$ cat src/rtl/if_stage.sv
// Instruction-fetch stage for the 5-stage RV32I pipeline.
// Holds the fetch PC and drives the instruction-memory address. Captures the
// returned word, together with its PC, into the IF/ID register. A redirect
// from EX flushes IF/ID and takes priority over a hazard-unit stall.
module if_stage #(
    parameter int               WIDTH    = 32,
    parameter int               IMEM_W   = 13,
    parameter logic [WIDTH-1:0] RESET_PC = 32'h0000_0000,
    parameter int               CNT_W    = 32,
    parameter logic [WIDTH-1:0] NOP      = 32'h0000_0013
) (
    input  logic              clk_i,
    input  logic              rst_ni,
    input  logic              stall_i,
    input  logic              redirect_i,
    input  logic [WIDTH-1:0]  redirect_pc_i,
    output logic [IMEM_W-1:0] imem_addr_o,
    input  logic [WIDTH-1:0]  imem_data_i,
    output logic [WIDTH-1:0]  pc_o,
    output logic [WIDTH-1:0]  if_id_pc_o,
    output logic [WIDTH-1:0]  if_id_instr_o,
    output logic              if_id_valid_o,
    output logic              misalign_o,
    output logic [CNT_W-1:0]  fetch_cnt_o
);

    logic [WIDTH-1:0] pc_reg,          pc_next;
    logic [WIDTH-1:0] if_id_pc_reg,    if_id_pc_next;
    logic [WIDTH-1:0] if_id_instr_reg, if_id_instr_next;
    logic             if_id_valid_reg, if_id_valid_next;
    logic             misalign_reg,    misalign_next;
    logic [CNT_W-1:0] fetch_cnt_reg,   fetch_cnt_next;

    // Memory address is the low PC bits only, so the PC aliases within memory.
    generate
        for (genvar gi = 0; gi < IMEM_W; gi++) begin : g_imem_addr
            assign imem_addr_o[gi] = pc_reg[gi];
        end
    endgenerate

    // Next-state selection: redirect beats stall, stall beats advance.
    always_comb begin
        pc_next          = pc_reg;
        if_id_pc_next    = if_id_pc_reg;
        if_id_instr_next = if_id_instr_reg;
        if_id_valid_next = if_id_valid_reg;
        fetch_cnt_next   = fetch_cnt_reg;
        misalign_next    = 1'b0;
        if (redirect_i) begin
            // The word in IF/ID is wrong-path; replace it with a bubble and
            // fetch from the word-aligned target.
            pc_next          = {redirect_pc_i[WIDTH-1:2], 2'b00};
            if_id_pc_next    = '0;
            if_id_instr_next = NOP;
            if_id_valid_next = 1'b0;
            misalign_next    = |redirect_pc_i[1:0];
        end else if (!stall_i) begin
            pc_next          = pc_reg + WIDTH'(4);
            if_id_pc_next    = pc_reg;
            if_id_instr_next = imem_data_i;
            if_id_valid_next = 1'b1;
            if (fetch_cnt_reg != {CNT_W{1'b1}}) begin
                fetch_cnt_next = fetch_cnt_reg + CNT_W'(1);
            end
        end
    end

    // State registers with synchronous active-low reset dominating everything.
    always_ff @(posedge clk_i) begin
        if (!rst_ni) begin
            pc_reg          <= RESET_PC;
            if_id_pc_reg    <= '0;
            if_id_instr_reg <= NOP;
            if_id_valid_reg <= 1'b0;
            misalign_reg    <= 1'b0;
            fetch_cnt_reg   <= '0;
        end else begin
            pc_reg          <= pc_next;
            if_id_pc_reg    <= if_id_pc_next;
            if_id_instr_reg <= if_id_instr_next;
            if_id_valid_reg <= if_id_valid_next;
            misalign_reg    <= misalign_next;
            fetch_cnt_reg   <= fetch_cnt_next;
        end
    end

    assign pc_o          = pc_reg;
    assign if_id_pc_o    = if_id_pc_reg;
    assign if_id_instr_o = if_id_instr_reg;
    assign if_id_valid_o = if_id_valid_reg;
    assign misalign_o    = misalign_reg;
    assign fetch_cnt_o   = fetch_cnt_reg;

endmodule

$ cat config.mk
export PLATFORM = sky130hd
export DESIGN_NAME = if_stage
export DESIGN_NICKNAME = d
export VERILOG_FILES = /design/src/rtl/if_stage.sv
export SDC_FILE = /design/constraint.sdc
export NUM_CORES = 1
export LEC_CHECK = 0
export CORE_MARGIN = 2
export CORE_UTILIZATION = 45
export DETAILED_ROUTE_END_ITERATION = 10
export GPL_ROUTABILITY_DRIVEN = 0
export PLACE_DENSITY = 0.8
export SKIP_CTS_REPAIR_TIMING = 1
export SYNTH_ARGS = -nofsm -noshare
export SYNTH_HDL_FRONTEND = slang
export SYNTH_SLANG_ARGS = --single-unit
$ cat constraint.sdc
create_clock -name clk_i -period 2.69 [get_ports clk_i]
set_input_delay 0.538 -clock clk_i [delete_from_list [all_inputs] [get_ports clk_i]]
set_output_delay 0.538 -clock clk_i [all_outputs]
set_load 0.005 [all_outputs]
==> results of run 1 <==
## cells by family (layout without fill, tap and decap cells)
family          Yosys count  in the layout  share of synthesized area
buf+inv                  62            254                     0.0551
mux                      81             81                      0.139
other cells               1              6                   0.000640
simple gates            264            264                      0.248
compound gates           72             72                     0.0809
xor+xnor                 28             28                     0.0419
flops                   126            126                      0.431
fa+ha+maj                 2              2                    0.00427
## sequential cells by signal (all words and copies together), names as in the netlist
name	flops
pc_o	30
if_id_instr_o	32
misalign_o	1
if_id_valid_o	1
if_id_pc_o	30
fetch_cnt_o	32
## placed cells by master, fill, tap and decap left out, types with 8 or more instances in the layout
cell type / synthesis / routed
sky130_fd_sc_hd__o21ai_0: 25 / 25
sky130_fd_sc_hd__and2_1: 15 / 15
sky130_fd_sc_hd__buf_4: 19 / 10
sky130_fd_sc_hd__nand2_1: 49 / 48
sky130_fd_sc_hd__nand2b_1: 19 / 19
sky130_fd_sc_hd__dfxtp_1: 126 / 126
sky130_fd_sc_hd__a21oi_1: 16 / 16
sky130_fd_sc_hd__mux2i_1: 78 / 78
sky130_fd_sc_hd__and4_1: 14 / 14
sky130_fd_sc_hd__nor3_1: 12 / 12
sky130_fd_sc_hd__nand4_1: 20 / 20
sky130_fd_sc_hd__inv_1: 8 / 8
sky130_fd_sc_hd__xor2_1: 22 / 22
sky130_fd_sc_hd__nand3_1: 16 / 16
sky130_fd_sc_hd__nor2_1: 70 / 70
sky130_fd_sc_hd__clkbuf_16: 0 / 17
sky130_fd_sc_hd__clkdlybuf4s50_1: 0 / 202
sky130_fd_sc_hd__and3_1: 11 / 11
## per-layer routing
metal,routed length (um),vias to the layer above,global-route usage,part of all wire
met3,1240,25,0.0761,0.075
met2,8190,199,0.421,0.50
met1,6690,2553,0.279,0.41
li1,-,2603,-,-
met5,0,-,0,0
met4,288,0,0.0813,0.018
## power by group through the flow
stage	sequential, mW	clock, mW	combinational [mW]
finish	2.00	2.59	0.481
global route	2.01	2.71	0.525
CTS	2.00	2.63	0.487
detailed placement	2.04	0	0.482
global placement	2.04	0	0.472
floorplan	2.03	0	0.222
## cell usage after synthesis, types with 16 or more instances
cell type	n	area, sq um
sky130_fd_sc_hd__a21oi_1	16	80.1
sky130_fd_sc_hd__buf_4	19	143
sky130_fd_sc_hd__clkbuf_1	16	60.1
sky130_fd_sc_hd__dfxtp_1	126	2520
sky130_fd_sc_hd__mux2i_1	78	781
sky130_fd_sc_hd__nand2_1	49	184
sky130_fd_sc_hd__nand2b_1	19	119
sky130_fd_sc_hd__nand3_1	16	80.1
sky130_fd_sc_hd__nand4_1	20	125
sky130_fd_sc_hd__nor2_1	70	263
sky130_fd_sc_hd__o21ai_0	25	125
sky130_fd_sc_hd__xor2_1	22	193
## worst paths after layout
| check | startpoint | endpoint | cells past startpoint |
|---|---|---|---|
| setup / recovery | pc_o[8] | pc_o[8] | 1 |
| hold / removal | if_id_valid_o | if_id_valid_o | 2 |
| setup reg to reg | fetch_cnt_o[0] | fetch_cnt_o[25] | 6 |
| hold reg to reg | if_id_valid_o | if_id_valid_o | 2 |
## per-stage QoR
stage          setup WS [ns]  area (sq um)  utilization
2_1_floorplan          0.726          5880            -
3_3_place_gp           0.490          7920        0.625
3_5_place_dp           0.435          7920        0.625
4_1_cts                0.550          8600        0.678
5_1_grt                0.440          8600        0.678
6_report               0.605          8600        0.678
## cell type report
| cell class | count | area [sq um] | area share |
|---|---|---|---|
| clock buffers | 21 | 460 | 0.0536 |
| clock inverters | 11 | 211 | 0.0246 |
| inverters | 8 | 30.0 | 0.00349 |
| multi-input cells | 453 | 3030 | 0.353 |
| flip-flops and latches | 126 | 2520 | 0.293 |
| well taps | 172 | 215 | 0.0250 |
| repair buffers | 214 | 2120 | 0.247 |
==> results.txt, run 1 <==
----------------------------------------------------
[Status]
  Outcome ... completed

[Logic synthesis]
  Count of flip-flops with a built-in enable after synthesis ... 0
  FFs w/ async S/R, synth ... 0
  Post-synthesis sequential element count ... 126
  Synth Warn # ... 0
  Average cell area after synthesis ... 9.21 sq um
  Cell area after synthesis ... between 5000 and 6000 sq um
  Distinct cell type count after synthesis ... 56
  Fraction of the yosys area taken by sequential cells ... 0.431
  Gate count after technology mapping ... roughly 640
  Predominant post-synthesis flop cell ... sky130_fd_sc_hd__dfxtp_1

[Clocking]
  Clock buffer depth ... 2
  Deepest level of the CTS H-tree ... 4
  CTS root buf ... sky130_fd_sc_hd__clkbuf_16
  Clock latency of the later-clocked register in the worst-skew pair ... just over 0.4 ns
  Number of clock sinks ... between 100 and 150
  CTS tree ... yes
  CTS Buf Count ... 17
  Clock slew seen by the registers of the worst setup and hold paths ... approximately 0.050 ns

[Power and ir drop]
  Share of power burned in registers ... 0.394
  Power Internal ... roughly 4.0 mW
  P_sw ... about 1.1 mW
  Maximum VDD drop ... approximately 340 uV
  Share of power burned in combinational logic ... 0.095
  Pwr/cell area ... 591 nW/um^2
  Clock network fraction of design power ... 0.511
  Pwr Total ... between 5 and 6 mW
  Leak ... 3.44 nW
  Switching part of the total power ... 0.211

[Timing]
  Share of the clock period used by the worst path ... 0.775
  Unrepaired setup endpoints after global routing ... false
  Number of setup violations in the final report ... 0
  Final Skew ... about 0.0067 ns
  Worst hold-check slack ... approximately 0.45 ns
  Number of pins with negative max-slew slack in the final report ... 0
  Clock period minus worst slack ... approximately 2.1 ns
  Worst slew margin relative to its limit ... 0.514
  Slew of the pin with the lowest slew margin ... 0.730 ns
  Total negative slack for setup checks ... 0 ns
  Final hold violations ... 0
  F_max ... between 400 and 500 MHz

[Setup path]
  Crit path buf inv count ... 1
  Kind of end point of the critical path ... primary output
  Top fanout value on the critical path ... 9
  FF-to-FF setup slack ... 0.61 ns
  Critical path's slowest cell ... sky130_fd_sc_hd__clkdlybuf4s50_1
  WP data arrival ... between 1.5 and 2 ns
  Top Family by Delay on Critical Path ... buffers and inverters
  Data required time of the critical path ... 2.15 ns
  Critical path cell sequence ... clkdlybuf4s50_1
  CP max stage delay ... ~0.58 ns
  Sort of element at the start of the critical path ... flip-flop
  Critical path class ... flip-flop to primary output

[Detailed routing]
  DRC violation count after routing ... 0
  Post-detailed-route wirelength per cell ... about 16 um
  Post-DRT Antenna Nets ... 0
  Via count ... approximately 5,400
  Ratio of routed vias to standard cells ... between 5 and 6
  Length of the first detailed-routing pass in iterations ... 4
  First-iteration detailed-routing DRC count ... about 250
  WL final ... 16.4 mm

[GRT]
  Global router's overall resource usage ... 0.242
  Overflow left after global routing ... 0
  Initial antenna violation count ... 0
  First-pass GRT wire length ... 27.4 mm
  Vias in the first global route ... 5,390
  Largest net degree at the start of global routing ... slightly above 50

[Final layout]
  Antenna Cells ... 0
  Area growth from synthesis to layout ... 46.7%
  Layout cells sized above 1 ... 0.0720
  Fillers ... roughly 1,000
  Final standard cell count with taps included and fillers excluded ... around 1,000
  Final-stage net count ... between 800 and 900

[Die]
  Height of the die ... around 120 um
  Total core area ... roughly 13,000 sq um
  Number of cell rows ... slightly above 40
  I/O Pins ... between 200 and 250
  Chip Width ... approximately 120 um
  Initial cell density of the core ... 0.462
  Die ar. ... around 14,000 sq um

[Placed design]
  Post-DP HPWL ... between 10 and 15 mm
  # placed instances ... between 900 and 1,000
  Port bufs ... 204

[Min path]
  Path class of the lowest-slack min-delay path ... flip-flop to flip-flop

[Flow run]
  Number of max-cap violations ... 0

----------------------------------------------------
Power figures use the tool's default switching activity.
==> run 2: changes to the inputs <==
clock period = 1.92 ns   (was 2.69 ns; I/O delays follow)
==> results.txt, run 2 (synthesis gave the netlist of run 1 again) <==
----------------------------------------------------
[GRT]
  Largest net degree at the start of global routing ... 49 (-3.9%)
  Global router's overall resource usage ... 0.258 (+0.0160)
  Vias in the first global route ... 5,717 (+6.1%)
  First-pass GRT wire length ... 28.9 mm (+5.5%)
  Overflow left after global routing ... 0 (unchanged)
  Initial antenna violation count ... 0 (unchanged)

[Final layout]
  Final std cell area, no fill ... 9080 sq um (+5.7%)
  Fillers ... 923 (-7.5%)
  Antenna Cells ... 0 (unchanged)
  Commonest non-fill, non-tap cell in the layout ... sky130_fd_sc_hd__clkdlybuf4s50_1
  Layout cells sized above 1 ... 0.149 (+0.0769)
  Final-stage net count ... 959 (+7.8%)
  Area growth from synthesis to layout ... 55.1%
  Area taken by flip-flops and latches ... 2520 sq um (about the same)
  Area of the multi-input gates ... 3070 sq um (+1.3%)
  Commonest cells after routing, fill and taps aside ... sky130_fd_sc_hd__clkdlybuf4s50_1, sky130_fd_sc_hd__dfxtp_1, sky130_fd_sc_hd__mux2i_1

[Die]
  Initial cell density of the core ... 0.462 (unchanged)
  I/O Pins ... 211 (unchanged)
  Height of the die ... 118 um (unchanged)
  Number of cell rows ... 41 (unchanged)
  Total core area ... 12,700 sq um (unchanged)
  Die ar. ... 13,900 sq um (unchanged)
  Chip Width ... 118 um (unchanged)

[Setup path]
  Kind of end point of the critical path ... primary output
  Critical path depth in cells ... 2 (+1)
  Crit path buf inv count ... 2 (+1)
  Critical path's slowest cell ... sky130_fd_sc_hd__clkdlybuf4s50_1
  Worst R2R Path Depth ... 6 (unchanged)
  CP max stage delay ... 0.53 ns (-0.05 ns)
  WP data arrival ... 1.48 ns (-0.07 ns)
  Data required time of the critical path ... 1.54 ns (-0.61 ns)
  Top fanout value on the critical path ... 4 (-5)
  FF-to-FF setup slack ... 0.07 ns (-0.54 ns)
  Critical path class ... flip-flop to primary output
  Top Family by Delay on Critical Path ... buffers and inverters
  Sort of element at the start of the critical path ... flip-flop
  Critical path cell sequence ... buf_4 -> clkdlybuf4s50_1

[Placed design]
  Setup slack at placement ... -0.160 ns (-0.595 ns)
  Total cell area at the placement stage ... 8440 sq um (+6.5%)
  Post-DP HPWL ... 13.2 mm (+9.2%)
  Port bufs ... 204 (unchanged)

[Clocking]
  Deepest level of the CTS H-tree ... 4 (unchanged)
  Number of clock sinks ... 126 (unchanged)
  Clock buffer depth ... 2 (unchanged)
  Clock slew seen by the registers of the worst setup and hold paths ... 0.06 ns (about the same)
  CTS root buf ... sky130_fd_sc_hd__clkbuf_16
  CTS Buf Count ... 17 (unchanged)
  CTS tree ... yes
  Clock latency of the later-clocked register in the worst-skew pair ... 0.41 ns (about the same)

[Timing]
  Share of the clock period used by the worst path ... 0.969
  Final critical-path setup slack ... 0.0604 ns (-0.545 ns)
  Worst slew margin relative to its limit ... 0.570 (+0.0565)
  Number of setup violations in the final report ... 0 (unchanged)
  Final Skew ... 0.00806 ns (+0.00137 ns)
  Final hold violations ... 0 (unchanged)
  Clock period minus worst slack ... between 1.5 and 2 ns
  F_max ... 538 MHz
  Slew of the pin with the lowest slew margin ... 0.645 ns (-0.0848 ns)
  Number of pins with negative max-slew slack in the final report ... 0 (unchanged)

[Detailed routing]
  Via count ... 5,666 (+5.3%)
  DRC violation count after routing ... 0 (unchanged)
  WL final ... 18.0 mm (+9.9%)
  Post-detailed-route wirelength per cell ... 16.8 um (+3.1%)
  Ratio of routed vias to standard cells ... 5.29 (-1.3%)
  Length of the first detailed-routing pass in iterations ... 5 (+1)
  First-iteration detailed-routing DRC count ... 268 (+9.4%)
  Post-DRT Antenna Nets ... 0 (unchanged)

[Power and ir drop]
  Pwr/cell area ... 741 nW/um^2 (+25%)
  Leak ... 3.79 nW (+9.9%)
  Pwr Total ... 6.73 mW (+33%)
  Maximum VDD drop ... 493 uV (+46%)

[Status]
  Outcome ... completed

[Min path]
  Path class of the lowest-slack min-delay path ... primary input to flip-flop
  Cell depth of the worst hold path ... 3 (+1)

[Flow run]
  Number of max-cap violations ... 0 (unchanged)

----------------------------------------------------
run 2: tightest hold or removal path: cells and delay by family:
family	cells	cell delay [ns]
buffers and inverters	1	0.12
and+or+nand+nor	2	0.23
run 2: path summary, 6_finish.rpt:
check / startpoint / end
setup / recovery: pc_o[22] / pc_o[22]
hold / removal: rst_ni / fetch_cnt_o[10]
setup reg to reg: fetch_cnt_o[0] / fetch_cnt_o[25]
hold reg to reg: if_id_valid_o / if_id_valid_o
run 2: layout make-up:
cell class,instances,area share
Tap cell,172,0.0237
Timing Repair Buffer,283,0.292
Clock inverter,6,0.00909
Inverter,8,0.00331
Multi-Input combinational cell,453,0.338
Clock buffer,24,0.0552
Sequential cell,126,0.278
run 2: where the power goes:
group	switching, mW	internal (mW)
clock network	1.10	2.06
registers	0.0565	2.70
logic	0.338	0.469
run 2: per-stage QoR:
stage | setup TNS, ns | std cells | utilization | hold WS (ns)
after floorplan | 0 | 641 | - | 0.442
after global placement | -0.358 | 1040 | 0.666 | 0.434
after detailed placement | -1.31 | 1040 | 0.666 | 0.443
after CTS | -0.0949 | 1070 | 0.712 | 0.354
after global routing | -0.00734 | 1072 | 0.717 | 0.373
final | 0 | 1072 | 0.717 | 0.372
run 2: per-layer routing:
metal / up-vias / wire length, um / global-route usage / part of all wire
met5: - / 0 / 0 / 0
met4: 0 / 336 / 0.107 / 0.019
met3: 27 / 1100 / 0.0649 / 0.061
met2: 193 / 9360 / 0.460 / 0.52
met1: 2729 / 7250 / 0.290 / 0.40
li1: 2717 / - / - / -
